**config.mk**
```make
export PLATFORM = sky130hd
export DESIGN_NAME = serial_addsub_flat
export DESIGN_NICKNAME = d
export VERILOG_FILES = /design/src/rtl/serial_addsub_if.sv /design/src/rtl/serial_addsub.sv /design/src/flat_wrapper.sv
export SDC_FILE = /design/constraint.sdc
export NUM_CORES = 1
export LEC_CHECK = 0
export BUFFER_PORTS_ARGS = -buffer_cell sky130_fd_sc_hd__buf_2
export CAP_MARGIN = 20
export CELL_PAD_IN_SITES_DETAIL_PLACEMENT = 0
export CELL_PAD_IN_SITES_GLOBAL_PLACEMENT = 1
export CORE_MARGIN = 1
export CORE_UTILIZATION = 30
export CTS_CLUSTER_SIZE = 40
export DETAILED_ROUTE_END_ITERATION = 8
export GPL_TIMING_DRIVEN = 0
export MAX_ROUTING_LAYER = met4
export PLACE_DENSITY = 0.63
export SYNTH_ARGS = -nofsm -noshare
export SYNTH_HDL_FRONTEND = slang
export SYNTH_SLANG_ARGS = --single-unit
export TNS_END_PERCENT = 10
```
**constraint.sdc**
```tcl
create_clock -name clk -period 3.5 [get_ports clk]
set_input_delay 0.7 -clock clk [delete_from_list [all_inputs] [get_ports clk]]
set_output_delay 0.7 -clock clk [all_outputs]
set_load 0.005 [all_outputs]
```
**src/rtl/serial_addsub_if.sv**
```systemverilog
// Handshake and operand/result bundle for serial_addsub.
interface serial_addsub_if #(
    parameter int unsigned WIDTH = 8
);
    logic             start;
    logic             sub;
    logic [WIDTH-1:0] A;
    logic [WIDTH-1:0] B;
    logic             Cin;
    logic             busy;
    logic             done;
    logic [WIDTH-1:0] Sum;
    logic             Cout;
    logic             Ovf;

    // Requester side: issues operations, observes results.
    modport master (
        output start, sub, A, B, Cin,
        input  busy, done, Sum, Cout, Ovf
    );

    // Arithmetic unit side.
    modport slave (
        input  start, sub, A, B, Cin,
        output busy, done, Sum, Cout, Ovf
    );
endinterface

```
**src/rtl/serial_addsub.sv**
```systemverilog
// Digit-serial adder/subtractor: DIGIT chained full-adder slices per clock,
// carry registered between cycles, results published only on completion.
module serial_addsub #(
    parameter int unsigned WIDTH = 8,
    parameter int unsigned DIGIT = 1
) (
    input  logic           clk,
    input  logic           rst_n,
    serial_addsub_if.slave bus
);
    localparam int unsigned NumDigits = WIDTH / DIGIT;
    localparam int unsigned CntW      = (NumDigits > 1) ? $clog2(NumDigits) : 1;

    if (WIDTH < 2 || DIGIT < 1 || DIGIT > WIDTH || (WIDTH % DIGIT) != 0) begin : g_param_err
        $error("serial_addsub: DIGIT must divide WIDTH exactly and WIDTH must be >= 2");
    end

    typedef enum logic {StIdle, StRun} state_e;

    state_e            state_q, state_d;
    logic [WIDTH-1:0]  a_q, a_d;
    logic [WIDTH-1:0]  b_q, b_d;         // holds ~B when subtracting
    logic [WIDTH-1:0]  sum_sh_q, sum_sh_d;
    logic              carry_q, carry_d;
    logic [CntW-1:0]   cnt_q, cnt_d;
    logic [WIDTH-1:0]  sum_q, sum_d;
    logic              cout_q, cout_d;
    logic              ovf_q, ovf_d;
    logic              done_q, done_d;

    logic [DIGIT:0]       c;
    logic [DIGIT-1:0]     s;
    logic [WIDTH+DIGIT:0] sum_cat;
    logic [WIDTH-1:0]     sum_shift;
    logic                 last_digit;

    // Ripple the registered carry through DIGIT full-adder slices.
    always_comb begin
        c    = '0;
        s    = '0;
        c[0] = carry_q;
        for (int i = 0; i < int'(DIGIT); i++) begin
            s[i]   = a_q[i] ^ b_q[i] ^ c[i];
            c[i+1] = (a_q[i] & b_q[i]) | (a_q[i] & c[i]) | (b_q[i] & c[i]);
        end
    end

    // New digit enters at the MSB end; after N digits the register holds the full result.
    assign sum_cat    = {1'b0, s, sum_shift_src()};
    assign sum_shift  = WIDTH'(sum_cat >> DIGIT);
    assign last_digit = (cnt_q == CntW'(NumDigits - 1));

    function automatic logic [WIDTH-1:0] sum_shift_src();
        return sum_sh_q;
    endfunction

    // Next-state and datapath updates for the IDLE/RUN controller.
    always_comb begin
        state_d  = state_q;
        a_d      = a_q;
        b_d      = b_q;
        sum_sh_d = sum_sh_q;
        carry_d  = carry_q;
        cnt_d    = cnt_q;
        sum_d    = sum_q;
        cout_d   = cout_q;
        ovf_d    = ovf_q;
        done_d   = 1'b0;
        unique case (state_q)
            StIdle: begin
                if (bus.start) begin
                    state_d = StRun;
                    a_d     = bus.A;
                    b_d     = bus.sub ? ~bus.B : bus.B;
                    carry_d = bus.sub ^ bus.Cin;  // borrow-in becomes inverted carry-in
                    cnt_d   = '0;
                end
            end
            StRun: begin
                a_d      = a_q >> DIGIT;
                b_d      = b_q >> DIGIT;
                sum_sh_d = sum_shift;
                carry_d  = c[DIGIT];
                cnt_d    = cnt_q + 1'b1;
                if (last_digit) begin
                    state_d = StIdle;
                    cnt_d   = '0;
                    sum_d   = sum_shift;
                    cout_d  = c[DIGIT];
                    ovf_d   = c[DIGIT] ^ c[DIGIT-1];  // carry into MSB vs out of MSB
                    done_d  = 1'b1;
                end
            end
            default: state_d = StIdle;
        endcase
    end

    // Controller state register.
    always_ff @(posedge clk or negedge rst_n) begin
        if (!rst_n) begin
            state_q <= StIdle;
        end else begin
            state_q <= state_d;
        end
    end

    // Datapath and published-result registers.
    always_ff @(posedge clk or negedge rst_n) begin
        if (!rst_n) begin
            a_q      <= '0;
            b_q      <= '0;
            sum_sh_q <= '0;
            carry_q  <= 1'b0;
            cnt_q    <= '0;
            sum_q    <= '0;
            cout_q   <= 1'b0;
            ovf_q    <= 1'b0;
            done_q   <= 1'b0;
        end else begin
            a_q      <= a_d;
            b_q      <= b_d;
            sum_sh_q <= sum_sh_d;
            carry_q  <= carry_d;
            cnt_q    <= cnt_d;
            sum_q    <= sum_d;
            cout_q   <= cout_d;
            ovf_q    <= ovf_d;
            done_q   <= done_d;
        end
    end

    assign bus.busy = (state_q == StRun);
    assign bus.done = done_q;
    assign bus.Sum  = sum_q;
    assign bus.Cout = cout_q;
    assign bus.Ovf  = ovf_q;
endmodule

```
**src/flat_wrapper.sv**
```systemverilog
// flat-port wrapper written by rule: the top's interface ports become plain ports
module serial_addsub_flat 
#(
    parameter int unsigned WIDTH = 8,
    parameter int unsigned DIGIT = 1
)
  (clk, rst_n, bus_start, bus_sub, bus_A, bus_B, bus_Cin, bus_busy, bus_done, bus_Sum, bus_Cout, bus_Ovf);
  serial_addsub_if #(.WIDTH(WIDTH)) bus_i ();
  input  logic clk;
  input  logic rst_n;
  input wire logic [$bits(bus_i.start)-1:0] bus_start;
  input wire logic [$bits(bus_i.sub)-1:0] bus_sub;
  input wire logic [$bits(bus_i.A)-1:0] bus_A;
  input wire logic [$bits(bus_i.B)-1:0] bus_B;
  input wire logic [$bits(bus_i.Cin)-1:0] bus_Cin;
  output wire logic [$bits(bus_i.busy)-1:0] bus_busy;
  output wire logic [$bits(bus_i.done)-1:0] bus_done;
  output wire logic [$bits(bus_i.Sum)-1:0] bus_Sum;
  output wire logic [$bits(bus_i.Cout)-1:0] bus_Cout;
  output wire logic [$bits(bus_i.Ovf)-1:0] bus_Ovf;
  assign bus_i.start = bus_start;
  assign bus_i.sub = bus_sub;
  assign bus_i.A = bus_A;
  assign bus_i.B = bus_B;
  assign bus_i.Cin = bus_Cin;
  assign bus_busy = bus_i.busy;
  assign bus_done = bus_i.done;
  assign bus_Sum = bus_i.Sum;
  assign bus_Cout = bus_i.Cout;
  assign bus_Ovf = bus_i.Ovf;
  serial_addsub #(.WIDTH(WIDTH), .DIGIT(DIGIT)) u_core (.clk(clk), .rst_n(rst_n), .bus(bus_i));
endmodule
```
==> reports/metrics.cfg, run 1 <==
[synth]
synth_edf_count=0
ys_seq_area_frac=0.550
synthArstFlopShare=1.00
yosys-top-cells-count=dfrtp_1 (39), mux2_2 (16), nand2_1 (15), mux2i_1 (8)
ys_ff_latch=39
avgSynthCellArea_sq_um=12.9
synth_fp_nets=162
ys_types=26
synthTopCellsByArea=dfrtp_1 (55%), mux2_2 (10%), mux2i_1 (4.5%)
yosysWarnings=0
synth.top_cell.area_share=0.550
synth_ff_type=dfrtp_1
postSynthCellCount=137
netlist_area_sq_um=1770
synth_area_leader_cell=dfrtp_1
post-synth-top-count-cell=dfrtp_1

[final_layout]
diodes=0
finalNonFillerCells=247
area_growth_syn_to_layout_pct=19.1
final_nets=199
seqCellArea_sq_um=976
fin_area_sq_um=2110
fillCellCount=582
drive_gt1_frac=0.377
multi_input_area_sq_um=722

[cts]
htree_levels=2
cts_buffers=5
clockRootBuffer=clkbuf_8
clock_sinks=39
clk_path_buf_depth=2
ctsResizeCount=0
clkTransAtPathRegs_ps=80
postCtsSetupBuffers=0
postCtsHoldBufs=0
insertion_delay_ps=290
tritoncts=yes

[routing]
drc=0
vias_per_cell=4.47
wl_per_cell_um=12.7
ant_nets=0
vias=1105
drtIter0Drc=25
drt_wl_total_um=3130
firstDrtPassIters=4

[power]
switching_share=0.318
seqPwrFrac=0.451
power_density_nw_per_um2=775
share_clk_of_total_power=0.195
p_int_mw=1.12
leakagePower_nw=1.03
comb_power_share=0.355
ir_drop_v=0.000220
switching_power_mw=0.520

[critical_path]
cp_data_arrival_time_ps=1750
startpoint_type=register
path_depth=5
endpoint_kind=register
crit_chain=ha_1 > ha_1 > nand2_1 > buf_6 > mux2_2
path_class=reg2reg
critPathMaxStageDelay_ps=400
path_max_fanout=10
worst-path-buf-inv=1
cp_top_family=adder cells
slowest_stage=dfrtp_1
crit_top_cell=ha_1
worstPathRequired_ps=3680
rr_worst_depth=5

[run]
maxCapViolCount=0

[sta]
rsz0062_at_grt=false
setup_viol=0
fin_skew_ps=9.90
slew_violations=0
period_share=0.450
hold_viol=0
relSlewSlack=0.428
max_freq_ghz=0.635
final.setup.tns_ps=0
final.min_clock_period_ps=1580
worst_pin_slew_ps=858

[global_routing]
grt_pass1_vias=1118
grt_max_degree=40
grt_pass1_wl_um=5400
gr-usage-all-layers=0.114
grt_overflow=0
antenna_found_initial=0

[die]
rows=27
core_area_sq_um=5610
ioPinCount=33
die_h_um=78.9
die_x_um=78.9
dieArea_sq_um=6220
start_util=0.316

[outcome]
status=complete, no violations

[min_path]
hold_depth=2
hp-class=reg2reg

[placement]
portBuffers=30
dpl_cell_area_sq_um=2010
dp_hpwl_um=2310
dp.cells=239
gp_congestion=0.754

[stage by stage]
step	utilization	setup slack, ps	hold WS, ps	total power, mW
after floorplan	-	2050	404	1.15
after global placement	0.359	1970	463	1.31
after detailed placement	0.359	1920	472	1.34
after CTS	0.377	1920	491	1.67
after global routing	0.377	1840	517	1.77
final	0.377	1920	491	1.64
[worst register-to-register path: cells and delay by family (launching register included)]
family / cells / cell delay [ps]
adder cells (fa/ha/maj): 2 / 450
buffers and inverters: 1 / 160
flip-flops: 1 / 400
multiplexers: 1 / 340
AND/OR/NAND/NOR: 1 / 120
[cell type report]
| type | count | share of cell area |
|---|---|---|
| multi-input combinational | 88 | 0.342 |
| tap | 72 | 0.0427 |
| inverter | 1 | 0.00178 |
| timing repair buffer | 30 | 0.0711 |
| sequential | 39 | 0.462 |
| clock buffer | 6 | 0.0391 |
| buffer | 9 | 0.0338 |
| clock inverter | 2 | 0.00770 |
[cell usage in the layout, fill, tap and decap left out]
| cell | Yosys | routed |
|---|---|---|
| a211oi_1 | 1 | 1 |
| a21oi_1 | 1 | 1 |
| a221o_1 | 2 | 2 |
| a22o_1 | 2 | 2 |
| and2_0 | 2 | 2 |
| buf_2 | 3 | 33 |
| buf_4 | 3 | 3 |
| buf_6 | 3 | 3 |
| clkbuf_8 | 0 | 6 |
| clkinv_4 | 0 | 1 |
| clkinvlp_4 | 0 | 1 |
| dfrtp_1 | 39 | 39 |
| fa_1 | 1 | 1 |
| ha_1 | 3 | 3 |
| inv_1 | 1 | 1 |
| mux2_1 | 1 | 1 |
| mux2_2 | 16 | 16 |
| mux2i_1 | 8 | 8 |
| nand2_1 | 15 | 15 |
| nand2b_4 | 1 | 1 |
| nor2_1 | 4 | 4 |
| nor2b_1 | 1 | 1 |
| o211ai_1 | 4 | 4 |
| o211ai_2 | 2 | 2 |
| o21ai_0 | 7 | 7 |
| o2bb2ai_1 | 1 | 1 |
| or3b_1 | 6 | 6 |
| xnor2_1 | 7 | 7 |
| xor2_1 | 3 | 3 |
[logic make-up after synthesis]
| family | Yosys count | share of synthesized area |
|---|---|---|
| AOI/OAI and AO/OA | 20 | 0.0840 |
| xor gates and xnor gates | 10 | 0.0494 |
| adders and majority gates | 4 | 0.0325 |
| buffers and inverters | 10 | 0.0423 |
| DFF | 39 | 0.550 |
| muxes | 25 | 0.153 |
| and+or+nand+nor | 29 | 0.0882 |
[flip-flops by register name (all words and copies together) (netlist names), 3 cells and up]
register	flops
u_core.sum_sh_q	7
u_core.bus.Sum	8
u_core.cnt_q	3
u_core.b_q	8
u_core.a_q	8
[power by group through the flow]
stage          combinational, mW  clock [mW]  sequential, mW
2_1_floorplan              0.421           0           0.731
4_1_cts                    0.594       0.333           0.741
3_5_place_dp               0.593           0           0.750
6_report                   0.580       0.318           0.738
5_1_grt                    0.653       0.351           0.766
3_3_place_gp               0.570           0           0.741
[worst paths after layout]
check	startpoint	end	slack, ps
setup / recovery	u_core.cnt_q[0]$_DFFE_PN0P_	u_core.bus.Sum[1]$_DFFE_PN0P_	1920
hold / removal	u_core.a_q[2]$_DFFE_PN0P_	u_core.a_q[1]$_DFFE_PN0P_	490
setup reg to reg	u_core.cnt_q[0]$_DFFE_PN0P_	u_core.bus.Sum[1]$_DFFE_PN0P_	1920
hold reg to reg	u_core.a_q[2]$_DFFE_PN0P_	u_core.a_q[1]$_DFFE_PN0P_	490
max in group asynchronous	rst_n	u_core.a_q[5]$_DFFE_PN0P_	2430
min in group asynchronous	rst_n	u_core.bus.Sum[4]$_DFFE_PN0P_	520
[per-layer routing]
metal  part of all wire  vias up  global-route usage
li1                   -      551                   -
met2               0.45       29               0.172
met3              0.051        2              0.0299
met1               0.50      523               0.154
met4             0.0038        0              0.0273
met5                  0        -                   -
No activity file was read; power rests on OpenSTA's default activity.
==> run 2: changes to the inputs <==
PLACE_DENSITY = 0.65   (was 0.63)
clock period = 1.3 ns   (was 3.5 ns; I/O delays follow)
==> run 2 against run 1 <==
The run now ends with negative setup slack left. Clock power grew to 2.8 times the previous value. Critical path depth unchanged. Sequential share of layout area is 2.1 points lower. Sequential power grew to 2.8 times the previous value. Non-clock buffer count increased by 2. Design area grew 4.7%. Fmax is 14% higher. Routed wire length is 5.3% higher. Cell count is 0.81% higher. Critical path type unchanged. Largest cell class unchanged.
==> reports/metrics.cfg, run 2 (synthesized netlist as in run 1, its figures left out) <==
[routing]
ant_nets=0
m1WireLength_um=1510
vias=1148
firstDrtPassIters=2
drtIter0Drc=34
drc=0
drt_wl_total_um=3290
dr_wl_met3_um=203
wl_met2_um=1540
wl_per_cell_um=13.2
dr.max_layer_used=met4
vias_per_cell=4.61

[final_layout]
area_growth_syn_to_layout_pct=24.7
final_nets=201
diodes=0
multi_input_area_sq_um=793
layout_common_cells=dfrtp_1 (39), buf_2 (32), nand2_1 (14)
seqCellArea_sq_um=976
final_common_cell=dfrtp_1
drive_gt1_frac=0.412
final_util=0.394
fillCellCount=574

[critical_path]
timing.rr.start=u_core.cnt_q[0]$_DFFE_PN0P_
cp_data_arrival_time_ps=1560
path_max_fanout=10
rr_worst_depth=5
path_class=reg2reg
worstPathRequired_ps=1480
endpoint_kind=register
startpoint_type=register
reg2reg_slack_ps=-80
r2r_end=u_core.bus.Ovf$_DFFE_PN0P_

[die]
die_x_um=78.9
core_area_sq_um=5610
ioPinCount=33
rows=27
die_h_um=78.9
dieArea_sq_um=6220
start_util=0.316

[cts]
cts_buffers=5
clkTransAtPathRegs_ps=70
htree_levels=2
postCtsHoldBufs=0
insertion_delay_ps=290
clockRootBuffer=clkbuf_8
tritoncts=yes
clk_path_buf_depth=2
clock_sinks=39

[power]
leakagePower_nw=1.09
finalPower_mw=4.73
ir_drop_v=0.000766
power_density_nw_per_um2=2140

[sta]
max_freq_ghz=0.723
hold_viol=0
final.min_clock_period_ps=1380
fin_skew_ps=2.63
rsz0062_at_grt=true
worst_pin_slew_ps=859
slew_violations=0
final.setup.tns_ps=-741
relSlewSlack=0.427
period_share=1.06
setup_ws_ps=-82.7
setup_viol=10

[global_routing]
gr-usage-all-layers=0.121
grt_pass1_wl_um=5490
grt_max_degree=40
grt_pass1_vias=1152
grt_overflow=0
antenna_found_initial=0

[placement]
gp_congestion=0.738
dp_hpwl_um=2380
portBuffers=30

[outcome]
status=finished, violations left
violations=negative setup slack

[min_path]
hp-class=in2async

[run]
maxCapViolCount=0

run 2: changes by cell type in the layout (fill, tap and decap cells not counted), moves of 2 or more:
cell	before	now
mux2_2	16	8
buf_4	3	5
ha_4	0	2
mux2_4	0	9
ha_1	3	1
run 2: critical path, stage by stage (launching register included):
cell and delay [ps]:
dfrtp_1 420, ha_4 180, ha_4 160, nand2_4 70
buf_12 140, mux2_4 300
run 2: per-layer routing:
layer	GRT usage	vias up
met2	0.183	32
li1	-	554
met1	0.152	558
met5	-	-
met4	0.0327	0
met3	0.0483	4
run 2: area by class of cell:
class,instances,share of cell area
clock buffers,8,0.0453
well taps,72,0.0407
inverters,1,0.00170
multi-input cells,88,0.359
flip-flops and latches,39,0.441
plain buffers,9,0.0374
repair buffers,32,0.0747
run 2: worst max-delay path by stage:
stage	startpoint	slack, ps	to
finish	u_core.cnt_q[0]$_DFFE_PN0P_	-80	u_core.bus.Ovf$_DFFE_PN0P_
global route	u_core.cnt_q[0]$_DFFE_PN0P_	-110	u_core.bus.Ovf$_DFFE_PN0P_
CTS	u_core.cnt_q[0]$_DFFE_PN0P_	-80	u_core.bus.Ovf$_DFFE_PN0P_
detailed placement	u_core.cnt_q[0]$_DFFE_PN0P_	-110	u_core.bus.Ovf$_DFFE_PN0P_
global placement	u_core.a_q[0]$_DFFE_PN0P_	-90	u_core.bus.Ovf$_DFFE_PN0P_
floorplan	u_core.cnt_q[0]$_DFFE_PN0P_	-40	u_core.bus.Cout$_DFFE_PN0P_
run 2: metrics by stage:
step / area [sq um] / hold WS, ps / cells / setup WS [ps]
floorplan: 1840 / -35.6 / 137 / -38.3
global placement: 2080 / 400 / 239 / -91.3
global route: 2210 / 144 / 249 / -111
CTS: 2210 / 114 / 249 / -84.9
detailed placement: 2080 / 430 / 239 / -112
finish: 2210 / 75.7 / 249 / -82.7
run 2: timing repair:
item,4_1_cts,5_1_grt
cloned,0,0
buffers inserted,2,0
setup endpoints to repair,10,13
resized for setup,2,2
pin swaps,3,0
run 2: power by group:
part	internal (mW)	switching, mW	total (mW)	leakage [nW]
Clock	0.484	0.405	0.889	0.0515
Sequential	1.72	0.311	2.03	0.503
Combinational	1.05	0.755	1.81	0.533
Total	3.25	1.47	4.73	1.09
==> run 3: changes to the inputs <==
ABC_AREA = 1   (was default)
PLACE_DENSITY = 0.69   (was 0.65)
==> run 3 against run 2 <==
Area after synthesis increased by 4.5%. The run now ends clean. Setup slack better by 150 ps. Utilization decreased by 0.92 points. Critical path type unchanged. Sequential power down 3%. Via count grew 24%. Register-to-register slack improved by 150 ps. Critical endpoint is now u_core.bus.Sum[0]$_DFFE_PN0P_. Combinational power rose by 5%. Largest power group unchanged. Synthesized cell count rose by 58%.
==> reports/metrics.cfg, run 3 <==
[outcome]
status=complete, no violations

[sta]
final.setup.tns_ps=0
worst_pin_slew_ps=868
hold_viol=0
rsz0062_at_grt=false
fin_skew_ps=9.21
slew_violations=0
max_freq_ghz=0.810
final.min_clock_period_ps=1230
relSlewSlack=0.421
period_share=0.950
setup_ws_ps=65.1
setup_viol=0

[die]
dieArea_sq_um=6490
ioPinCount=33
start_util=0.311
die_x_um=80.6
core_area_sq_um=5960
rows=28
die_h_um=80.6

[critical_path]
reg2reg_slack_ps=70
path_max_fanout=5
cp_data_arrival_time_ps=1430
endpoint_kind=register
path_class=reg2reg
rr_worst_depth=5
worstPathRequired_ps=1490
r2r_end=u_core.bus.Sum[0]$_DFFE_PN0P_
startpoint_type=register
timing.rr.start=u_core.cnt_q[0]$_DFFE_PN0P_

[routing]
drt_wl_total_um=3510
firstDrtPassIters=4
ant_nets=0
wl_per_cell_um=10.5
vias=1425
vias_per_cell=4.25
drc=0
drtIter0Drc=29

[cts]
clock_sinks=39
tritoncts=yes
clkTransAtPathRegs_ps=80
insertion_delay_ps=290
cts_buffers=5
htree_levels=2
clockRootBuffer=clkbuf_8
postCtsHoldBufs=0
clk_path_buf_depth=2

[final_layout]
area_growth_syn_to_layout_pct=23.8
seqCellArea_sq_um=976
drive_gt1_frac=0.262
fin_area_sq_um=2290
final_nets=284
final_common_cell=nand2_1
multi_input_area_sq_um=683
fillCellCount=636
diodes=0
layout_common_cells=nand2_1 (89), dfrtp_1 (39), buf_2 (34)

[synth]
synthXorXnorAreaFrac=0
ys_seq_area_frac=0.527
ys_ff_latch=39
synthArstFlopShare=1.00
post-synth-top-count-cell=nand2_1
synth_fa_ha_area_frac=0.0311
postSynthCellCount=217
synth.mux.area_fraction=0
netlist_area_sq_um=1850
ys_types=18
synth_compound_area_frac=0.0810
synth_area_leader_cell=dfrtp_1
avgSynthCellArea_sq_um=8.54
synth.top_cell.area_share=0.527
yosysWarnings=0
synth_top_family_by_area=simple AND/OR/NAND/NOR gates
yosys-top-cells-count=nand2_1 (89), dfrtp_1 (39), inv_1 (28), nand3_1 (18)
synth_fp_nets=242
synthTopCellsByArea=dfrtp_1 (53%), nand2_1 (18%), inv_1 (5.7%)
synthSimpleGateAreaFrac=0.254
synth_edf_count=0
synth_ff_type=dfrtp_1

[global_routing]
grt_pass1_vias=1244
grt_max_degree=40
grt_overflow=0
antenna_found_initial=0
grt_pass1_wl_um=5880
gr-usage-all-layers=0.126

[power]
power_density_nw_per_um2=2150
ir_drop_v=0.000616
finalPower_mw=4.92
leakagePower_nw=1.30

[placement]
dpl_cell_area_sq_um=2100
gp_congestion=0.699
dp_worst_setup_slack_ps=-49.8
dp_hpwl_um=2430
portBuffers=31

[min_path]
hp-class=in2async

[run]
maxCapViolCount=0

-- run 3: changes by cell type after synthesis, sizes merged, moves of 3 or more --
cell	change
mux2i	-8
xnor2	-7
nand3	+18
a21oi	+7
or3b	-6
o211ai	-6
nand2	+75
xor2	-3
o21ai	+9
mux2	-17
inv	+29
-- run 3: cells by family (layout without fill, tap and decap cells) --
| kind of cell | after synthesis | in the layout |
|---|---|---|
| buffers and inverters | 39 | 82 |
| adders and majority gates | 4 | 4 |
| AOI/OAI and AO/OA | 24 | 24 |
| and+or+nand+nor | 111 | 111 |
| DFF | 39 | 39 |
-- run 3: final cells by class --
type,count,share of cell area
well taps,75,0.0409
repair buffers,35,0.0938
clock buffers,6,0.0360
multi-input cells,139,0.298
plain buffers,9,0.0415
flip-flops and latches,39,0.426
clock inverters,2,0.0153
inverters,30,0.0491
-- run 3: layer usage --
| metal | wire length [um] | share of wire | track usage | vias up |
|---|---|---|---|---|
| met1 | 1750 | 0.50 | 0.166 | 633 |
| met3 | 188 | 0.054 | 0.0341 | 6 |
| met2 | 1500 | 0.43 | 0.181 | 37 |
| li1 | - | - | - | 749 |
| met5 | 0 | 0 | - | - |
| met4 | 69 | 0.020 | 0.0536 | 0 |
-- run 3: worst max path at each step --
stage	from	to	slack (ps)	cells after the start
after CTS	u_core.cnt_q[0]$_DFFE_PN0P_	u_core.bus.Ovf$_DFFE_PN0P_	10	6
after floorplan	u_core.carry_q$_DFFE_PN0P_	u_core.carry_q$_DFFE_PN0P_	80	5
after detailed placement	u_core.cnt_q[0]$_DFFE_PN0P_	u_core.bus.Ovf$_DFFE_PN0P_	-50	6
after global routing	u_core.carry_q$_DFFE_PN0P_	u_core.carry_q$_DFFE_PN0P_	2	5
after global placement	u_core.cnt_q[0]$_DFFE_PN0P_	u_core.bus.Ovf$_DFFE_PN0P_	-40	6
final	u_core.cnt_q[0]$_DFFE_PN0P_	u_core.bus.Sum[0]$_DFFE_PN0P_	70	5
-- run 3: per-stage QoR --
stage | std cells | hold slack, ps | util
after global routing | 335 | 141 | 0.385
after detailed placement | 323 | 434 | 0.353
after floorplan | 217 | -35.6 | -
final | 335 | 75.5 | 0.385
after global placement | 323 | 437 | 0.353
after CTS | 333 | 111 | 0.378
-- run 3: critical path, stage by stage, from the launching register on --
cell and delay (ps):
dfrtp_1 380, ha_1 220, ha_2 190, nand2_4 130, clkbuf_16 170, o21ai_2 50
-- run 3: where the power goes --
group / switching (mW) / total (mW) / internal [mW]
Combinational: 1.03 / 1.90 / 0.874
Clock: 0.428 / 1.05 / 0.621
Sequential: 0.255 / 1.97 / 1.72
Total: 1.71 / 4.92 / 3.21
-- run 3: timing repair --
item | CTS | global route
pin swaps | 1 | 1
buffers inserted | 2 | 1
setup endpoints to repair | 11 | 10
gates cloned | 0 | 1
gates resized for setup | 2 | 3
